`config.mk`:
```
export PLATFORM = sky130hd
export DESIGN_NAME = rotated_frame_scanout
export DESIGN_NICKNAME = d
export VERILOG_FILES = /design/src/rtl/rotated_frame_scanout_pkg.sv /design/src/rtl/rotated_frame_scanout_row_overlay.sv /design/src/rtl/rotated_frame_scanout.sv
export SDC_FILE = /design/constraint.sdc
export NUM_CORES = 1
export LEC_CHECK = 0
export BUFFER_PORTS_ARGS = -buffer_cell sky130_fd_sc_hd__clkbuf_2
export CAP_MARGIN = 25
export CORE_ASPECT_RATIO = 0.6
export CORE_MARGIN = 4
export CORE_UTILIZATION = 52
export CTS_CLUSTER_SIZE = 20
export DETAILED_ROUTE_END_ITERATION = 12
export GPL_TIMING_DRIVEN = 0
export PLACE_DENSITY_LB_ADDON = 0.05
export SLEW_MARGIN = 20
export SYNTH_ARGS = -nofsm -noshare
export SYNTH_HDL_FRONTEND = slang
export SYNTH_SLANG_ARGS = --single-unit
```
`constraint.sdc`:
```
create_clock -name clk -period 19.9 [get_ports clk]
set_input_delay 3.98 -clock clk [delete_from_list [all_inputs] [get_ports clk]]
set_output_delay 3.98 -clock clk [all_outputs]
set_load 0.005 [all_outputs]
```
`src/rtl/rotated_frame_scanout_pkg.sv`:
```
// Shared constants for the rotated frame scan-out block.
//   GRID_SIZE  : piece bounding-box edge length
//   BOARD_COLS : unrotated board width (becomes the rotated row count)
//   BOARD_ROWS : unrotated board height (becomes the rotated row width)
//   IDLE/SCAN/DONE : frame sequencer state encodings
package rotated_frame_scanout_pkg;

  localparam int unsigned GRID_SIZE  = 4;
  localparam int unsigned BOARD_COLS = 10;
  localparam int unsigned BOARD_ROWS = 20;

  localparam logic [1:0] IDLE = 2'd0;
  localparam logic [1:0] SCAN = 2'd1;
  localparam logic [1:0] DONE = 2'd2;

  // Index width that never collapses to zero bits for degenerate sizes.
  function automatic int unsigned idx_width(input int unsigned n);
    return (n > 1) ? $clog2(n) : 1;
  endfunction

endpackage

```
`src/rtl/rotated_frame_scanout_row_overlay.sv`:
```
// Combinational compositing of one rotated-board row.
//   row      : rotated row number r being built
//   px, py   : rotated piece column / row origin
//   piece_en : overlay the piece when 1
//   screen   : fixed board state, screen[x'][r]
//   piece    : piece grid, piece[x][y]
//   row_data : bit x' = fixed cell OR covered piece cell
module row_overlay
  import rotated_frame_scanout_pkg::*;
#(
  parameter int unsigned GRID       = GRID_SIZE,
  parameter int unsigned BOARD_W_IN = BOARD_COLS,
  parameter int unsigned BOARD_H_IN = BOARD_ROWS
) (
  input  logic [$clog2(BOARD_W_IN)-1:0] row,
  input  logic [$clog2(BOARD_H_IN)-1:0] px,
  input  logic [$clog2(BOARD_W_IN)-1:0] py,
  input  logic                          piece_en,
  input  logic [BOARD_W_IN-1:0]         screen [BOARD_H_IN],
  input  logic [GRID-1:0]               piece  [GRID],
  output logic [BOARD_H_IN-1:0]         row_data
);

  localparam int unsigned XW = $clog2(BOARD_H_IN);
  localparam int unsigned YW = $clog2(BOARD_W_IN);
  localparam int unsigned GW = idx_width(GRID);

  // One extra bit so a negative offset wraps to a large value and fails the < GRID test.
  logic [YW:0] dy;
  logic        dy_in;
  assign dy    = {1'b0, row} - {1'b0, py};
  assign dy_in = dy < (YW + 1)'(GRID);

  for (genvar x = 0; x < BOARD_H_IN; x++) begin : gen_col
    logic [XW:0] dx;
    logic        dx_in;
    assign dx    = (XW + 1)'(x) - {1'b0, px};
    assign dx_in = dx < (XW + 1)'(GRID);
    // Piece cells outside the board have no column here, so they drop out naturally.
    assign row_data[x] = screen[x][row]
                       | (piece_en & dx_in & dy_in & piece[dx[GW-1:0]][dy[GW-1:0]]);
  end

endmodule

```
`src/rtl/rotated_frame_scanout.sv`:
```
// Captures one rotated board frame and streams it out row by row.
//   clk, reset         : rising-edge clock, synchronous active-high reset
//   frame_start        : capture the selected inputs and scan one frame (IDLE only)
//   dir_ccw            : 1 = use *_ccw inputs, 0 = use *_cw inputs
//   piece_en           : overlay the active piece
//   screen_cw/_ccw     : rotated fixed state [x'][y']
//   piece_cw/_ccw      : rotated piece grid [x][y]
//   piece_x_*/piece_y_*: rotated piece origin
//   row_data, row_idx  : registered output row and its number
//   row_valid/row_ready: row handshake
//   busy, frame_done   : frame in progress / one-cycle end-of-frame pulse
module rotated_frame_scanout
  import rotated_frame_scanout_pkg::*;
#(
  parameter int unsigned GRID       = GRID_SIZE,
  parameter int unsigned BOARD_W_IN = BOARD_COLS,
  parameter int unsigned BOARD_H_IN = BOARD_ROWS
) (
  input  logic                          clk,
  input  logic                          reset,
  input  logic                          frame_start,
  input  logic                          dir_ccw,
  input  logic                          piece_en,
  input  logic [BOARD_W_IN-1:0]         screen_cw   [BOARD_H_IN],
  input  logic [BOARD_W_IN-1:0]         screen_ccw  [BOARD_H_IN],
  input  logic [GRID-1:0]               piece_cw    [GRID],
  input  logic [GRID-1:0]               piece_ccw   [GRID],
  input  logic [$clog2(BOARD_H_IN)-1:0] piece_x_cw,
  input  logic [$clog2(BOARD_H_IN)-1:0] piece_x_ccw,
  input  logic [$clog2(BOARD_W_IN)-1:0] piece_y_cw,
  input  logic [$clog2(BOARD_W_IN)-1:0] piece_y_ccw,
  output logic [BOARD_H_IN-1:0]         row_data,
  output logic [$clog2(BOARD_W_IN)-1:0] row_idx,
  output logic                          row_valid,
  input  logic                          row_ready,
  output logic                          busy,
  output logic                          frame_done
);

  localparam int unsigned XW = $clog2(BOARD_H_IN);
  localparam int unsigned YW = $clog2(BOARD_W_IN);
  localparam logic [YW-1:0] LAST_ROW = YW'(BOARD_W_IN - 1);

  logic [1:0] state;

  // Frame snapshot
  logic [BOARD_W_IN-1:0] snap_screen [BOARD_H_IN];
  logic [GRID-1:0]       snap_piece  [GRID];
  logic [XW-1:0]         snap_px;
  logic [YW-1:0]         snap_py;
  logic                  snap_en;

  // Orientation-selected live inputs
  logic [BOARD_W_IN-1:0] sel_screen [BOARD_H_IN];
  logic [GRID-1:0]       sel_piece  [GRID];
  logic [XW-1:0]         sel_px;
  logic [YW-1:0]         sel_py;

  // Overlay operands
  logic [BOARD_W_IN-1:0] ov_screen [BOARD_H_IN];
  logic [GRID-1:0]       ov_piece  [GRID];
  logic [XW-1:0]         ov_px;
  logic [YW-1:0]         ov_py;
  logic [YW-1:0]         ov_row;
  logic                  ov_en;
  logic [BOARD_H_IN-1:0] ov_data;

  always_comb begin
    for (int i = 0; i < BOARD_H_IN; i++) begin
      sel_screen[i] = dir_ccw ? screen_ccw[i] : screen_cw[i];
    end
    for (int i = 0; i < GRID; i++) begin
      sel_piece[i] = dir_ccw ? piece_ccw[i] : piece_cw[i];
    end
    sel_px = dir_ccw ? piece_x_ccw : piece_x_cw;
    sel_py = dir_ccw ? piece_y_ccw : piece_y_cw;
  end

  // A single overlay serves both cases: in IDLE it builds row 0 straight from the live
  // inputs being captured, during SCAN it builds the following row from the snapshot.
  // That lets row_data be registered with only one cycle of start latency.
  always_comb begin
    if (state == IDLE) begin
      for (int i = 0; i < BOARD_H_IN; i++) ov_screen[i] = sel_screen[i];
      for (int i = 0; i < GRID; i++)       ov_piece[i]  = sel_piece[i];
      ov_px  = sel_px;
      ov_py  = sel_py;
      ov_en  = piece_en;
      ov_row = '0;
    end else begin
      for (int i = 0; i < BOARD_H_IN; i++) ov_screen[i] = snap_screen[i];
      for (int i = 0; i < GRID; i++)       ov_piece[i]  = snap_piece[i];
      ov_px  = snap_px;
      ov_py  = snap_py;
      ov_en  = snap_en;
      ov_row = row_idx + YW'(1);
    end
  end

  row_overlay #(
    .GRID       (GRID),
    .BOARD_W_IN (BOARD_W_IN),
    .BOARD_H_IN (BOARD_H_IN)
  ) u_row_overlay (
    .row      (ov_row),
    .px       (ov_px),
    .py       (ov_py),
    .piece_en (ov_en),
    .screen   (ov_screen),
    .piece    (ov_piece),
    .row_data (ov_data)
  );

  always_ff @(posedge clk) begin
    if (reset) begin
      state      <= IDLE;
      row_idx    <= '0;
      row_data   <= '0;
      row_valid  <= 1'b0;
      busy       <= 1'b0;
      frame_done <= 1'b0;
      snap_px    <= '0;
      snap_py    <= '0;
      snap_en    <= 1'b0;
      for (int i = 0; i < BOARD_H_IN; i++) snap_screen[i] <= '0;
      for (int i = 0; i < GRID; i++)       snap_piece[i]  <= '0;
    end else begin
      case (state)
        IDLE: begin
          frame_done <= 1'b0;
          if (frame_start) begin
            for (int i = 0; i < BOARD_H_IN; i++) snap_screen[i] <= sel_screen[i];
            for (int i = 0; i < GRID; i++)       snap_piece[i]  <= sel_piece[i];
            snap_px   <= sel_px;
            snap_py   <= sel_py;
            snap_en   <= piece_en;
            row_idx   <= '0;
            row_data  <= ov_data;
            row_valid <= 1'b1;
            busy      <= 1'b1;
            state     <= SCAN;
          end
        end
        SCAN: begin
          if (row_ready) begin
            if (row_idx == LAST_ROW) begin
              row_valid  <= 1'b0;
              frame_done <= 1'b1;
              state      <= DONE;
            end else begin
              row_idx  <= row_idx + YW'(1);
              row_data <= ov_data;
            end
          end
        end
        DONE: begin
          frame_done <= 1'b0;
          busy       <= 1'b0;
          state      <= IDLE;
        end
        default: begin
          row_valid  <= 1'b0;
          busy       <= 1'b0;
          frame_done <= 1'b0;
          state      <= IDLE;
        end
      endcase
    end
  end

endmodule

```
==> flow_summary.toml, run 1 <==
[run]
cap_violations = 0

[clock_tree]
clkSlewWorstSetupHoldPaths_ns = 0.07
cts_resized = 0
numCtsBuffers = 24
cts_setup_buffers = 0
clock-sinks = 255
clk_latency_ns = 0.54
tritoncts = "built"
h-tree-depth = 1
clockBufferDepth = 3
cts_hold_buf = 0
cts-root-buf = "clkbuf_16"

[global_route]
antenna_found_initial = 1
grt_first_pass_wirelength_um = 75700
use_met2_pct = 48.3
overflow = 0
track_usage_pct = 31.7
grt_max_degree = 114
use_met1_pct = 48.2
use_met3_pct = 6.29
grt_pass1_vias = 12762
grt.busiest_layer = "met2"

[yosys]
syn-instance-count = 1316
synth-warning-count = 0
synth.ff_latch_count = 255
synth.yosys.seq_area_share_pct = 49.5
syn-cell-area_sq_um = 14700
syn-num-nets = 1789
ys_types = 60
synth_edf_count = 216
synthArstFlopShare_pct = 0
synthFlopType = "edfxtp_1"
postSynthAreaPerCell_sq_um = 11.2

[sta]
fin_crit_sh_pct = 48.7
finalSetupViolations = 0
layout_setup_ws_ns = 10.21
tightestPinTransition_ns = 1.16
rsz0062_at_grt = "no"
timing.slew.headroom_pct = 22.3
fmax_mhz = 103
fin_setup_tns_ns = 0
hold_violations = 0
clock_skew_ns = 0.0109
maxSlewViolCount = 0
final.min_clock_period_ns = 9.69

[cells_and_area]
drive_above_1_share_pct = 33.1
synthToLayoutAreaGrowth_pct = 25.6
seqCellArea_sq_um = 7270
nFillCells = 2266
fin_nets = 2297
final_cells = 2209
multi_input_area_sq_um = 6900

[critical_path]
critPathArrivalTime_ns = 10.13
worstSetupPathType = "input pin to register"
crit_required_ns = 20.34
path_max_fanout = 10
crit_path_start_kind = "input pin"
worstSetupEndpointType = "register"

[die]
die_h_um = 138
dieArea_sq_um = 31100
rows = 47
die_w_um = 225
io_pins = 483
core_sq_um = 27700
start_util_pct = 53.0

[drt]
wirelength_um = 51300
wl_per_cell_um = 23.2
antenna_left = 0
drt_first_pass_iters = 6
drt_iter0_markers = 1467
drc_errors = 0
via_per_inst = 5.86
vias = 12953

[status]
status = "complete, no violations"

[power]
power_density_nw_per_um2 = 81.2
peakVddDrop_mv = 0.0527
p_leak_uw = 0.00828

[placed_design]
io_buffers = 481
hpwl_um = 39900
place.gp.congestion = 0.940
placedCellCount = 2165
post-place-ws_ns = 10.00

[hold_path]
hold_class = "register to register"
area by class of cell:
| cell class | count | share of cell area [%] |
|---|---|---|
| Inverter | 14 | 0.326 |
| Multi-Input combinational cell | 944 | 37.4 |
| Buffer | 103 | 2.52 |
| Clock inverter | 14 | 1.18 |
| Tap cell | 367 | 2.49 |
| Sequential cell | 255 | 39.4 |
| Clock buffer | 29 | 3.47 |
| Antenna cell | 1 | 0.0136 |
| Timing Repair Buffer | 482 | 13.2 |
cells by family after synthesis:
group,after synthesis,synth area share (%)
buf+inv,117,3.52
mux,317,24.7
flops,255,49.5
xor+xnor,11,0.750
simple gates,404,11.5
fa+ha+maj,17,1.50
compound gates,195,8.53
cell usage after synthesis, types with 3 or more instances:
library cell | n | area share (%)
o221ai_1 | 6 | 0.36
a221oi_1 | 9 | 0.54
o21ai_1 | 3 | 0.10
mux2_2 | 5 | 0.38
xnor2_1 | 8 | 0.48
nand2_1 | 58 | 1.5
o21bai_1 | 4 | 0.20
nor3_1 | 17 | 0.58
nand2b_1 | 10 | 0.43
o22ai_1 | 6 | 0.26
mux2i_1 | 276 | 19
mux4_2 | 36 | 5.5
nand3_1 | 9 | 0.31
and2_1 | 3 | 0.13
a211oi_1 | 16 | 0.82
nor4_1 | 3 | 0.13
buf_1 | 3 | 0.077
ha_1 | 16 | 1.4
nand4_1 | 9 | 0.38
nand3b_1 | 6 | 0.31
a21oi_1 | 35 | 1.2
inv_1 | 12 | 0.31
dfxtp_1 | 39 | 5.3
clkbuf_1 | 61 | 1.6
o211ai_1 | 3 | 0.15
buf_6 | 3 | 0.23
o21ai_0 | 61 | 2.1
a311oi_1 | 4 | 0.24
nor2_1 | 278 | 7.1
o32ai_1 | 8 | 0.48
a31oi_1 | 5 | 0.21
buf_4 | 4 | 0.20
buf_2 | 32 | 1.1
o21a_1 | 21 | 1.1
edfxtp_1 | 216 | 44
critical path, stage by stage:
cell and delay (ns):
buf_2 0.24, buf_4 0.30, buf_2 0.52, buf_2 0.53, clkbuf_1 0.85, mux2i_1 0.40
o21ai_0 0.15, ha_1 0.27, fa_1 0.40, nand2b_1 0.17, o21a_1 0.10, a211oi_1 0.21
mux2i_1 0.28, a211oi_1 1.02, nand4b_1 0.35, a211oi_1 0.31
final timing paths:
check | endpoint | slack (ns) | cells past startpoint | start
min reg2reg | busy | 0.45 | 2 | busy
min | busy | 0.45 | 2 | busy
max | row_data[19] | 10.21 | 16 | dir_ccw
max reg2reg | row_data[19] | 13.80 | 17 | state[1]
stage by stage:
| step | power [uW] | area [sq um] | hold WS, ns | util, % |
|---|---|---|---|---|
| 2_1_floorplan | 857 | 14700 | 0.419 | - |
| 3_3_place_gp | 992 | 17500 | 0.432 | 63.4 |
| 3_5_place_dp | 989 | 17600 | 0.441 | 63.5 |
| 4_1_cts | 1490 | 18400 | 0.452 | 66.6 |
| 5_1_grt | 1550 | 18400 | 0.476 | 66.6 |
| 6_report | 1500 | 18400 | 0.453 | 66.6 |
layer usage:
metal / vias to the layer above / routed length (um) / part of all wire [%]
met2: 715 / 23100 / 45
met3: 70 / 5190 / 10
li1: 5878 / - / -
met5: - / 0 / 0
met4: 0 / 973 / 1.9
met1: 6290 / 22100 / 43
registers in the layout, indices dropped and copies added, names as in the netlist:
signal and flops:
snap_py 4, busy 1, row_idx 4, snap_px 5
snap_screen 200, state 2, row_data 20, snap_en 1
frame_done 1, snap_piece 16, row_valid 1
where the power goes:
group | leakage, uW | switching, uW | internal, uW | total (uW)
Clock | 0.000424 | 205 | 307 | 512
Combinational | 0.00521 | 198 | 138 | 336
Sequential | 0.00265 | 15.8 | 634 | 650
layout by cell type (no fill, tap or decap), drive strengths merged, types with 9 or more instances in the layout:
| cell | n |
|---|---|
| mux2i | 276 |
| a221oi | 9 |
| buf | 43 |
| nand2 | 58 |
| nand4 | 9 |
| o21a | 21 |
| mux4 | 36 |
| nand3 | 9 |
| o21ai | 65 |
| a21oi | 36 |
| ha | 16 |
| inv | 14 |
| nor2 | 279 |
| edfxtp | 216 |
| nor3 | 18 |
| dfxtp | 39 |
| a211oi | 16 |
| clkbuf | 571 |
| nand2b | 10 |
(Power assumes the default switching activity.)
==> inputs of run 2 (changes only) <==
- CORE_UTILIZATION: 52 -> 47
- clock period: 19.9 -> 8.4 ns (I/O delays scaled with it)
==> run 2 against run 1 <==
Net effect:
- sequential power is 140% higher
- die area is 10% higher
- clock skew is 0.00055 ns higher
- utilization is 5.9 points lower
- flip-flop and latch count stayed put
- non-clock buffer count stayed put
- hold slack worse by 0.0032 ns
- first-iteration DRC count is 17% lower
- worst setup slack worse by 8.9 ns
- largest cell class unchanged
==> flow_summary.toml, run 2 (synthesis gave the netlist of run 1 again) <==
[die]
io_pins = 483
start_util_pct = 48.4
rows = 49
dieArea_sq_um = 34200
die_h_um = 145
die_w_um = 236
core_sq_um = 30300

[critical_path]
reg2reg_slack_ns = 2.17
r2r_start = "state[1]"
rr_endpoint = "row_data[19]"
crit_required_ns = 8.85
path_max_fanout = 10
worstSetupPathType = "input pin to register"
worstSetupEndpointType = "register"
crit_path_start_kind = "input pin"
r2r_cells = 17
critPathArrivalTime_ns = 7.57

[cells_and_area]
final_cell_mix = "481 x clkbuf_2, 278 x nor2_1, 276 x mux2i_1"
top_register = "snap_screen"
fin_nets = 2297
diodes = 0
drive_above_1_share_pct = 32.9
nFillCells = 2616
largest_reg_flops = 200
top_regs = "snap_screen (200), row_data (20), snap_piece (16)"
final_area_sq_um = 18400
synthToLayoutAreaGrowth_pct = 25.5
final_common_cell = "clkbuf_2"

[status]
status = "complete, no violations"

[power]
p_total_uw = 3480
power_density_nw_per_um2 = 189
peakVddDrop_mv = 0.122
p_leak_uw = 0.00824

[sta]
finalSetupViolations = 0
maxSlewViolCount = 0
fmax_mhz = 140
rsz0062_at_grt = "no"
timing.slew.headroom_pct = 25.8
fin_crit_sh_pct = 84.8
clock_skew_ns = 0.0114
tightestPinTransition_ns = 1.11
final.min_clock_period_ns = 7.12
layout_setup_ws_ns = 1.28
hold_violations = 0
fin_setup_tns_ns = 0
worst_hold_slack_ns = 0.450

[clock_tree]
clk_latency_ns = 0.54
numCtsBuffers = 24
cts_hold_buf = 0
cts_setup_buffers = 0
cts_resized = 0
tritoncts = "built"
clock-sinks = 255
h-tree-depth = 1
cts-root-buf = "clkbuf_16"
clkSlewWorstSetupHoldPaths_ns = 0.07
clockBufferDepth = 3

[drt]
drc_errors = 0
drt_first_pass_iters = 7
antenna_left = 0
highest_layer = "met4"
wl_met1_um = 23800
drt_iter0_markers = 1220
wl_per_cell_um = 23.2
vias = 12664
routed-wl-met2_um = 23100
wl_met3_um = 4420
via_per_inst = 5.63
wirelength_um = 52300

[global_route]
overflow = 0
grt_pass1_vias = 12298
track_usage_pct = 29.2
grt_max_degree = 112
grt_first_pass_wirelength_um = 75000
antenna_found_initial = 0

[hold_path]
hold_class = "register to register"
worstHoldStart = "busy"
worstHoldEndpoint = "busy"
hold_depth = 2

[placed_design]
io_buffers = 481
post-place-ws_ns = 0.897
hpwl_um = 40900
placed_area_sq_um = 17600
place.gp.congestion = 0.929

[run]
cap_violations = 0
==> run 2: worst max-delay path by stage <==
stage / startpoint / endpoint / slack [ns]
4_1_cts: dir_ccw / row_data[19] / 1.42
6_report: dir_ccw / row_data[19] / 1.28
2_1_floorplan: frame_start / snap_piece[0][0] / 1.72
3_5_place_dp: dir_ccw / row_data[19] / 0.90
5_1_grt: dir_ccw / row_data[19] / 1.06
3_3_place_gp: state[0] / snap_screen[4][36] / -0.83
==> run 2: power breakdown <==
part           internal (uW)  switching [uW]
clock network            644             494
logic                    326             477
registers               1500            37.1
==> run 2: area by class of cell <==
| cell class | instances | area (sq um) | share of cell area, % |
|---|---|---|---|
| Timing Repair Buffer | 482 | 2430 | 13.2 |
| Inverter | 14 | 60.1 | 0.326 |
| Clock buffer | 24 | 601 | 3.26 |
| Multi-Input combinational cell | 944 | 6900 | 37.4 |
| Sequential cell | 255 | 7270 | 39.4 |
| Tap cell | 408 | 510 | 2.77 |
| Clock inverter | 18 | 196 | 1.07 |
| Buffer | 103 | 464 | 2.52 |
==> run 2: critical path, cell delays in order <==
cell and delay, ns:
buf_2 0.23, buf_4 0.30, buf_2 0.50, buf_2 0.50
clkbuf_1 0.77, mux2i_1 0.30, o21ai_0 0.18, ha_1 0.29
fa_1 0.40, nand2b_1 0.18, o21a_1 0.11, a211oi_1 0.21
mux2i_1 0.30, a211oi_1 0.99, nand4b_1 0.29, a211oi_1 0.31
==> run 2: metrics by stage <==
| stage | std cells | utilization (%) |
|---|---|---|
| floorplan | 1316 | - |
| global placement | 2205 | 58.0 |
| detailed placement | 2206 | 58.1 |
| CTS | 2248 | 60.7 |
| global route | 2248 | 60.7 |
| finish | 2248 | 60.7 |
==> run 2: metal layers <==
layer  global-route usage [%]  up-vias
li1                         -     5884
met5                        0        -
met2                     45.3      601
met4                     4.73        0
met3                     6.33       61
met1                     43.3     6118
